==> config.mk <==
export PLATFORM = sky130hd
export DESIGN_NAME = assoc_cache
export DESIGN_NICKNAME = d
export VERILOG_FILES = /design/src/rtl/assoc_cache.sv
export SDC_FILE = /design/constraint.sdc
export NUM_CORES = 1
export LEC_CHECK = 0
export CELL_PAD_IN_SITES_DETAIL_PLACEMENT = 1
export CELL_PAD_IN_SITES_GLOBAL_PLACEMENT = 2
export CORE_MARGIN = 8
export CORE_UTILIZATION = 46
export DETAILED_ROUTE_END_ITERATION = 16
export PLACE_DENSITY_LB_ADDON = 0.1
export RECOVER_POWER = 100
export SYNTH_ARGS = -nofsm -noshare
export SYNTH_HDL_FRONTEND = slang
export SYNTH_SLANG_ARGS = --single-unit
export TNS_END_PERCENT = 30
==> constraint.sdc <==
create_clock -name CLK -period 8.1 [get_ports CLK]
set_input_delay 0.81 -clock CLK [delete_from_list [all_inputs] [get_ports CLK]]
set_output_delay 0.81 -clock CLK [all_outputs]
set_load 0.02 [all_outputs]
==> src/rtl/assoc_cache.sv <==
// 2-way set-associative, write-back, write-allocate data cache.
// True-LRU replacement per set, saturating hit/miss performance counters.
module assoc_cache #(
    parameter int unsigned ADDR_W      = 8,
    parameter int unsigned SETS        = 4,
    parameter int unsigned BLOCK_BYTES = 4,
    parameter int unsigned CNT_W       = 16,
    localparam int unsigned OFF        = $clog2(BLOCK_BYTES),
    localparam int unsigned IDX        = $clog2(SETS),
    localparam int unsigned TAG        = ADDR_W - IDX - OFF,
    localparam int unsigned MA_W       = ADDR_W - OFF,
    localparam int unsigned BLK_W      = 8 * BLOCK_BYTES
) (
    input  logic              CLK,
    input  logic              RESET,
    input  logic              READ,
    input  logic              WRITE,
    input  logic [ADDR_W-1:0] ADDRESS,
    input  logic [7:0]        WRITEDATA,
    output logic [7:0]        READDATA,
    output logic              BUSYWAIT,
    output logic              MEM_READ,
    output logic              MEM_WRITE,
    output logic [MA_W-1:0]   MEM_ADDRESS,
    output logic [BLK_W-1:0]  MEM_WRITEDATA,
    input  logic [BLK_W-1:0]  MEM_READDATA,
    input  logic              MEM_BUSYWAIT,
    output logic [CNT_W-1:0]  HIT_COUNT,
    output logic [CNT_W-1:0]  MISS_COUNT
);

    typedef enum logic [1:0] {StIdle, StWriteback, StFetch, StUpdate} state_e;

    state_e           state_q, state_d;
    logic [1:0]       valid_q [SETS];
    logic [1:0]       dirty_q [SETS];
    logic [SETS-1:0]  lru_q;
    logic [TAG-1:0]   tag_q   [SETS][2];
    logic [BLK_W-1:0] data_q  [SETS][2];

    logic             victim_q, victim_d;
    logic             refill_q, refill_d;
    logic [BLK_W-1:0] block_q, block_d;
    logic             mem_read_q, mem_read_d;
    logic             mem_write_q, mem_write_d;
    logic [MA_W-1:0]  mem_addr_q, mem_addr_d;
    logic [BLK_W-1:0] mem_wdata_q, mem_wdata_d;
    logic [CNT_W-1:0] hit_cnt_q, hit_cnt_d;
    logic [CNT_W-1:0] miss_cnt_q, miss_cnt_d;

    logic [TAG-1:0]   req_tag;
    logic [IDX-1:0]   req_idx;
    logic [OFF-1:0]   req_off;
    logic             req;
    logic [1:0]       way_hit;
    logic             hit, hit_way, victim_way, victim_dirty;
    logic             hit_acc, fill;

    assign req_tag = ADDRESS[ADDR_W-1 -: TAG];
    assign req_idx = ADDRESS[OFF +: IDX];
    assign req_off = ADDRESS[OFF-1:0];
    assign req     = READ | WRITE;

    // Combinational lookup and victim choice for the addressed set
    always_comb begin
        way_hit[0]   = valid_q[req_idx][0] && (tag_q[req_idx][0] == req_tag);
        way_hit[1]   = valid_q[req_idx][1] && (tag_q[req_idx][1] == req_tag);
        hit          = |way_hit;
        hit_way      = way_hit[1];
        READDATA     = hit ? 8'(data_q[req_idx][hit_way] >> {req_off, 3'b000}) : 8'h00;
        if (!valid_q[req_idx][0]) begin
            victim_way = 1'b0;
        end else if (!valid_q[req_idx][1]) begin
            victim_way = 1'b1;
        end else begin
            victim_way = lru_q[req_idx];
        end
        victim_dirty = valid_q[req_idx][victim_way] && dirty_q[req_idx][victim_way];
    end

    // Next-state, registered memory-port outputs and counters
    always_comb begin
        state_d     = state_q;
        victim_d    = victim_q;
        refill_d    = refill_q;
        block_d     = block_q;
        mem_read_d  = mem_read_q;
        mem_write_d = mem_write_q;
        mem_addr_d  = mem_addr_q;
        mem_wdata_d = mem_wdata_q;
        hit_cnt_d   = hit_cnt_q;
        miss_cnt_d  = miss_cnt_q;
        hit_acc     = 1'b0;
        fill        = 1'b0;
        unique case (state_q)
            StIdle: begin
                if (req && hit) begin
                    hit_acc  = 1'b1;
                    refill_d = 1'b0;
                    // The retry after a refill was already counted as a miss
                    if (!refill_q && (hit_cnt_q != '1)) hit_cnt_d = hit_cnt_q + CNT_W'(1);
                end else if (req) begin
                    refill_d = 1'b1;
                    victim_d = victim_way;
                    if (miss_cnt_q != '1) miss_cnt_d = miss_cnt_q + CNT_W'(1);
                    if (victim_dirty) begin
                        state_d     = StWriteback;
                        mem_write_d = 1'b1;
                        mem_addr_d  = {tag_q[req_idx][victim_way], req_idx};
                        mem_wdata_d = data_q[req_idx][victim_way];
                    end else begin
                        state_d    = StFetch;
                        mem_read_d = 1'b1;
                        mem_addr_d = {req_tag, req_idx};
                    end
                end
            end
            StWriteback: begin
                if (!MEM_BUSYWAIT) begin
                    state_d     = StFetch;
                    mem_write_d = 1'b0;
                    mem_wdata_d = '0;
                    mem_read_d  = 1'b1;
                    mem_addr_d  = {req_tag, req_idx};
                end
            end
            StFetch: begin
                if (!MEM_BUSYWAIT) begin
                    state_d    = StUpdate;
                    block_d    = MEM_READDATA;
                    mem_read_d = 1'b0;
                    mem_addr_d = '0;
                end
            end
            StUpdate: begin
                fill    = 1'b1;
                state_d = StIdle;
            end
            default: state_d = StIdle;
        endcase
    end

    // FSM state and registered outputs
    always_ff @(posedge CLK or negedge RESET) begin
        if (!RESET) begin
            state_q     <= StIdle;
            victim_q    <= 1'b0;
            refill_q    <= 1'b0;
            block_q     <= '0;
            mem_read_q  <= 1'b0;
            mem_write_q <= 1'b0;
            mem_addr_q  <= '0;
            mem_wdata_q <= '0;
            hit_cnt_q   <= '0;
            miss_cnt_q  <= '0;
        end else begin
            state_q     <= state_d;
            victim_q    <= victim_d;
            refill_q    <= refill_d;
            block_q     <= block_d;
            mem_read_q  <= mem_read_d;
            mem_write_q <= mem_write_d;
            mem_addr_q  <= mem_addr_d;
            mem_wdata_q <= mem_wdata_d;
            hit_cnt_q   <= hit_cnt_d;
            miss_cnt_q  <= miss_cnt_d;
        end
    end

    // Line status bits: cleared by reset, set by refill and store hits
    always_ff @(posedge CLK or negedge RESET) begin
        if (!RESET) begin
            valid_q <= '{default: '0};
            dirty_q <= '{default: '0};
            lru_q   <= '0;
        end else if (fill) begin
            valid_q[req_idx][victim_q] <= 1'b1;
            dirty_q[req_idx][victim_q] <= 1'b0;
            lru_q[req_idx]             <= ~victim_q;
        end else if (hit_acc) begin
            lru_q[req_idx] <= ~hit_way;
            if (WRITE) dirty_q[req_idx][hit_way] <= 1'b1;
        end
    end

    // Tag and data arrays carry no reset
    always_ff @(posedge CLK) begin
        if (fill) begin
            tag_q[req_idx][victim_q]  <= req_tag;
            data_q[req_idx][victim_q] <= block_q;
        end else if (hit_acc && WRITE) begin
            data_q[req_idx][hit_way][{req_off, 3'b000} +: 8] <= WRITEDATA;
        end
    end

    assign BUSYWAIT      = RESET && ((state_q != StIdle) || (req && !hit));
    assign MEM_READ      = mem_read_q;
    assign MEM_WRITE     = mem_write_q;
    assign MEM_ADDRESS   = mem_addr_q;
    assign MEM_WRITEDATA = mem_wdata_q;
    assign HIT_COUNT     = hit_cnt_q;
    assign MISS_COUNT    = miss_cnt_q;

endmodule
==> results.yml <==
worst_setup_path:
  arrival_ps: 5380
  worstRegToRegCells: 9
  critical_path_class: "in2out"
  critPathCaptureType: "primary output"
  rr_startpoint: "tag_q[3][2]$_DFFE_PP_"
  rrSetupSlack_ps: 2760
  reg2reg_to: "MEM_WRITEDATA[5]$_DFFE_PN0P_"
  critPathRequiredTime_ps: 7290
  startpoint: "ADDRESS[2]"
  critPathMaxFanout: 35
  startpoint_type: "input pin"
worst_hold_path:
  whs_path_depth: 1
  hp-start: "valid_q[2]$_DFFE_PN0P_"
  hold_end: "valid_q[2]$_DFFE_PN0P_"
  hold_class: "reg2reg"
layout:
  syn_to_final_growth_pct: 16.6
  nets: 1416
  final_core_util_pct: 54.0
  antenna-diode-count: 0
  multiInputGateArea_mm2: 0.00586
  nFillCells: 3836
  ff_latch_area_mm2: 0.0119
  drive_gt1_share_pct: 16.1
synthesis:
  synthAdderAreaFrac_pct: 0.754
  synth-compound-area-share_pct: 5.97
  synthFlopType: "edfxtp_1"
  synth_top_family_by_area: "multiplexers"
  synth_seq_area_share_pct: 64.9
  ys_seq_elements: 416
  synthArstFlopShare_pct: 30.8
  yosys_warnings: 0
  avgSynthCellArea_um2: 14.8
  synth_area_mm2: 0.0183
  yosys.area_share.simple_pct: 8.06
  synthXorXnorAreaFrac_pct: 1.82
  synth_edf_count: 288
  yosysUniqueCellTypes: 52
  synth_nets: 1297
  muxShareOfSynthArea_pct: 16.3
  syn_inst: 1233
flow_run:
  drv_cap: 5
cts:
  post_cts_buffers: 0
  clk_pin_slew_worst_paths_ps: 60
  cts.repair.resized: 0
  clock_latency_ps: 580
  hold_buffers: 0
  cts_buffer_depth: 3
  numCtsBuffers: 45
  h-tree-depth: 2
  clk_root_buffer_cell: "clkbuf_16"
  cts_tree: "done"
  cts_sinks: 416
power_and_ir_drop:
  power.density_mw_per_mm2: 326
  p_leak_nw: 7.83
  irDropWorstVdd_mv: 0.210
  total_power_mw: 6.94
floorplan:
  rows: 73
  die_y_um: 215
  core_area_mm2: 0.0395
  start_util_pct: 46.3
  dieArea_mm2: 0.0463
  die_w_um: 215
  io_pins: 134
timing:
  fmax_mhz: 161
  fin_crit_ps: 6190
  setup_viol: 0
  rsz0062_at_grt: "false"
  timing.slew.headroom_pct: -151
  skew_ps: 28.1
  final-hold-violation-count: 0
  maxSlewViolCount: 208
  worstMarginPinSlew_ps: 3760
  totalNegativeSetupSlack_ps: 0
  layout_worst_path_cycle_share_pct: 76.5
global_route:
  overflow: 0
  grt_pass1_vias: 11717
  grt_first_pass_wirelength_mm: 75.7
  track_usage_pct: 21.6
  grt_max_degree: 68
  antenna_found_initial: 1
placement:
  place_congestion: 0.839
  dpl.hpwl_mm: 35.0
  portBuffers: 133
status:
  violations: "capacitance limit, slew limit"
  status: "complete, but fails checks"
route:
  via_per_inst: 5.79
  drt-total-wl_mm: 50.0
  drt_pre_antenna_iters: 7
  drc_errors: 0
  drtIter0Drc: 767
  ant_nets: 0
  wl_per_cell_um: 26.2
  vias: 11075
[cell type report]
| type | instances | share of cell area, % |
|---|---|---|
| clock buffers | 64 | 5.95 |
| repair buffers | 145 | 6.54 |
| multi-input cells | 729 | 27.5 |
| flip-flops and latches | 416 | 55.6 |
| inverters | 15 | 0.264 |
| clock inverters | 19 | 1.04 |
| well taps | 525 | 3.08 |
[registers in the layout, summed over array words and instances, names as in the netlist]
register / count
MEM_ADDRESS: 6
HIT_COUNT: 16
data_q: 256
tag_q: 32
victim_q: 1
MEM_WRITEDATA: 32
lru_q: 4
MEM_READ: 1
MISS_COUNT: 16
block_q: 32
state_q: 2
MEM_WRITE: 1
refill_q: 1
valid_q: 8
dirty_q: 8
[worst max path at each step]
| stage | to | slack [ps] | depth (start not counted) |
|---|---|---|---|
| detailed placement | READDATA[4] | 2630 | 8 |
| finish | READDATA[7] | 1910 | 10 |
| CTS | READDATA[4] | 2630 | 8 |
| global placement | READDATA[4] | 2620 | 8 |
| global route | READDATA[2] | 1570 | 10 |
| floorplan | READDATA[4] | 4300 | 9 |
[cells in the final DEF (no fill, tap or decap), drive strengths merged, types with 2 or more instances in the layout]
| cell type | count |
|---|---|
| dlygate4sd3 | 84 |
| clkdlybuf4s50 | 46 |
| bufinv | 4 |
| nor3b | 3 |
| nand3 | 21 |
| nor3 | 5 |
| nand2 | 196 |
| inv | 16 |
| nand4b | 4 |
| nand3b | 2 |
| xor2 | 6 |
| xnor2 | 32 |
| ha | 11 |
| buf | 9 |
| clkinv | 13 |
| edfxtp | 288 |
| nor2 | 37 |
| and2 | 7 |
| o211a | 8 |
| and3 | 6 |
| mux2i | 12 |
| nand2b | 8 |
| or2 | 13 |
| clkbuf | 70 |
| dfrtp | 128 |
| a32o | 4 |
| nand4 | 8 |
| mux2 | 74 |
| a21oi | 56 |
| o311a | 4 |
| and4 | 5 |
| o21ai | 108 |
| o21a | 2 |
| mux4 | 85 |
[power by group]
group / internal, mW / switching, mW / total [mW]
registers: 2.80 / 0.215 / 3.01
logic: 0.714 / 1.15 / 1.87
clock network: 1.22 / 0.843 / 2.06
[worst max-delay path: stages]
cell	delay, ps
buf_4	500
mux4_2	630
xnor2_1	160
nand3_1	80
nor3_1	1000
clkbuf_1	680
o21ai_0	370
o21ai_1	240
o211a_1	200
dlygate4sd3_1	690
[through the flow]
stage | worst slack, ps | hold WS (ps) | cells | instance area (um^2)
detailed placement | 2630 | 450 | 1830 | 20000
CTS | 2630 | 250 | 1913 | 21500
global route | 1570 | 496 | 1913 | 21300
global placement | 2620 | 448 | 1830 | 20000
floorplan | 4300 | 434 | 1233 | 18300
finish | 1910 | 465 | 1913 | 21300
[routing by layer]
layer | GRT usage, % | part of all wire, %
met3 | 3.96 | 5.2
met5 | 0 | 0
met2 | 35.5 | 49
met4 | 6.72 | 2.6
met1 | 28.8 | 44
[kinds of logic (layout without fill, tap and decap cells)]
group                      Yosys count  after routing
AOI/OAI and AO/OA                  189            189
xor gates and xnor gates            38             38
adders and majority gates           11             11
buffers and inverters               88            243
DFF                                416            416
muxes                              171            171
and+or+nand+nor                    320            320
[Yosys cell counts, types with 7 or more instances]
library cell | instances | area (um^2)
buf_2 | 10 | 50.1
mux2i_1 | 12 | 120
or2_2 | 13 | 81.3
nor2_1 | 36 | 135
nand2b_1 | 8 | 50.1
o21ai_1 | 31 | 155
nand3_1 | 17 | 85.1
and2_1 | 7 | 43.8
clkbuf_1 | 43 | 161
nand4_1 | 8 | 50.1
o21ai_0 | 76 | 380
mux2_2 | 44 | 495
mux4_2 | 85 | 1910
a21oi_1 | 56 | 280
xnor2_1 | 32 | 280
dfrtp_1 | 128 | 3200
edfxtp_1 | 288 | 8650
inv_1 | 15 | 56.3
o211a_1 | 8 | 80.1
ha_1 | 11 | 138
buf_1 | 9 | 33.8
nand2_1 | 196 | 736
mux2_4 | 29 | 435
No activity file was read; power rests on OpenSTA's default activity.
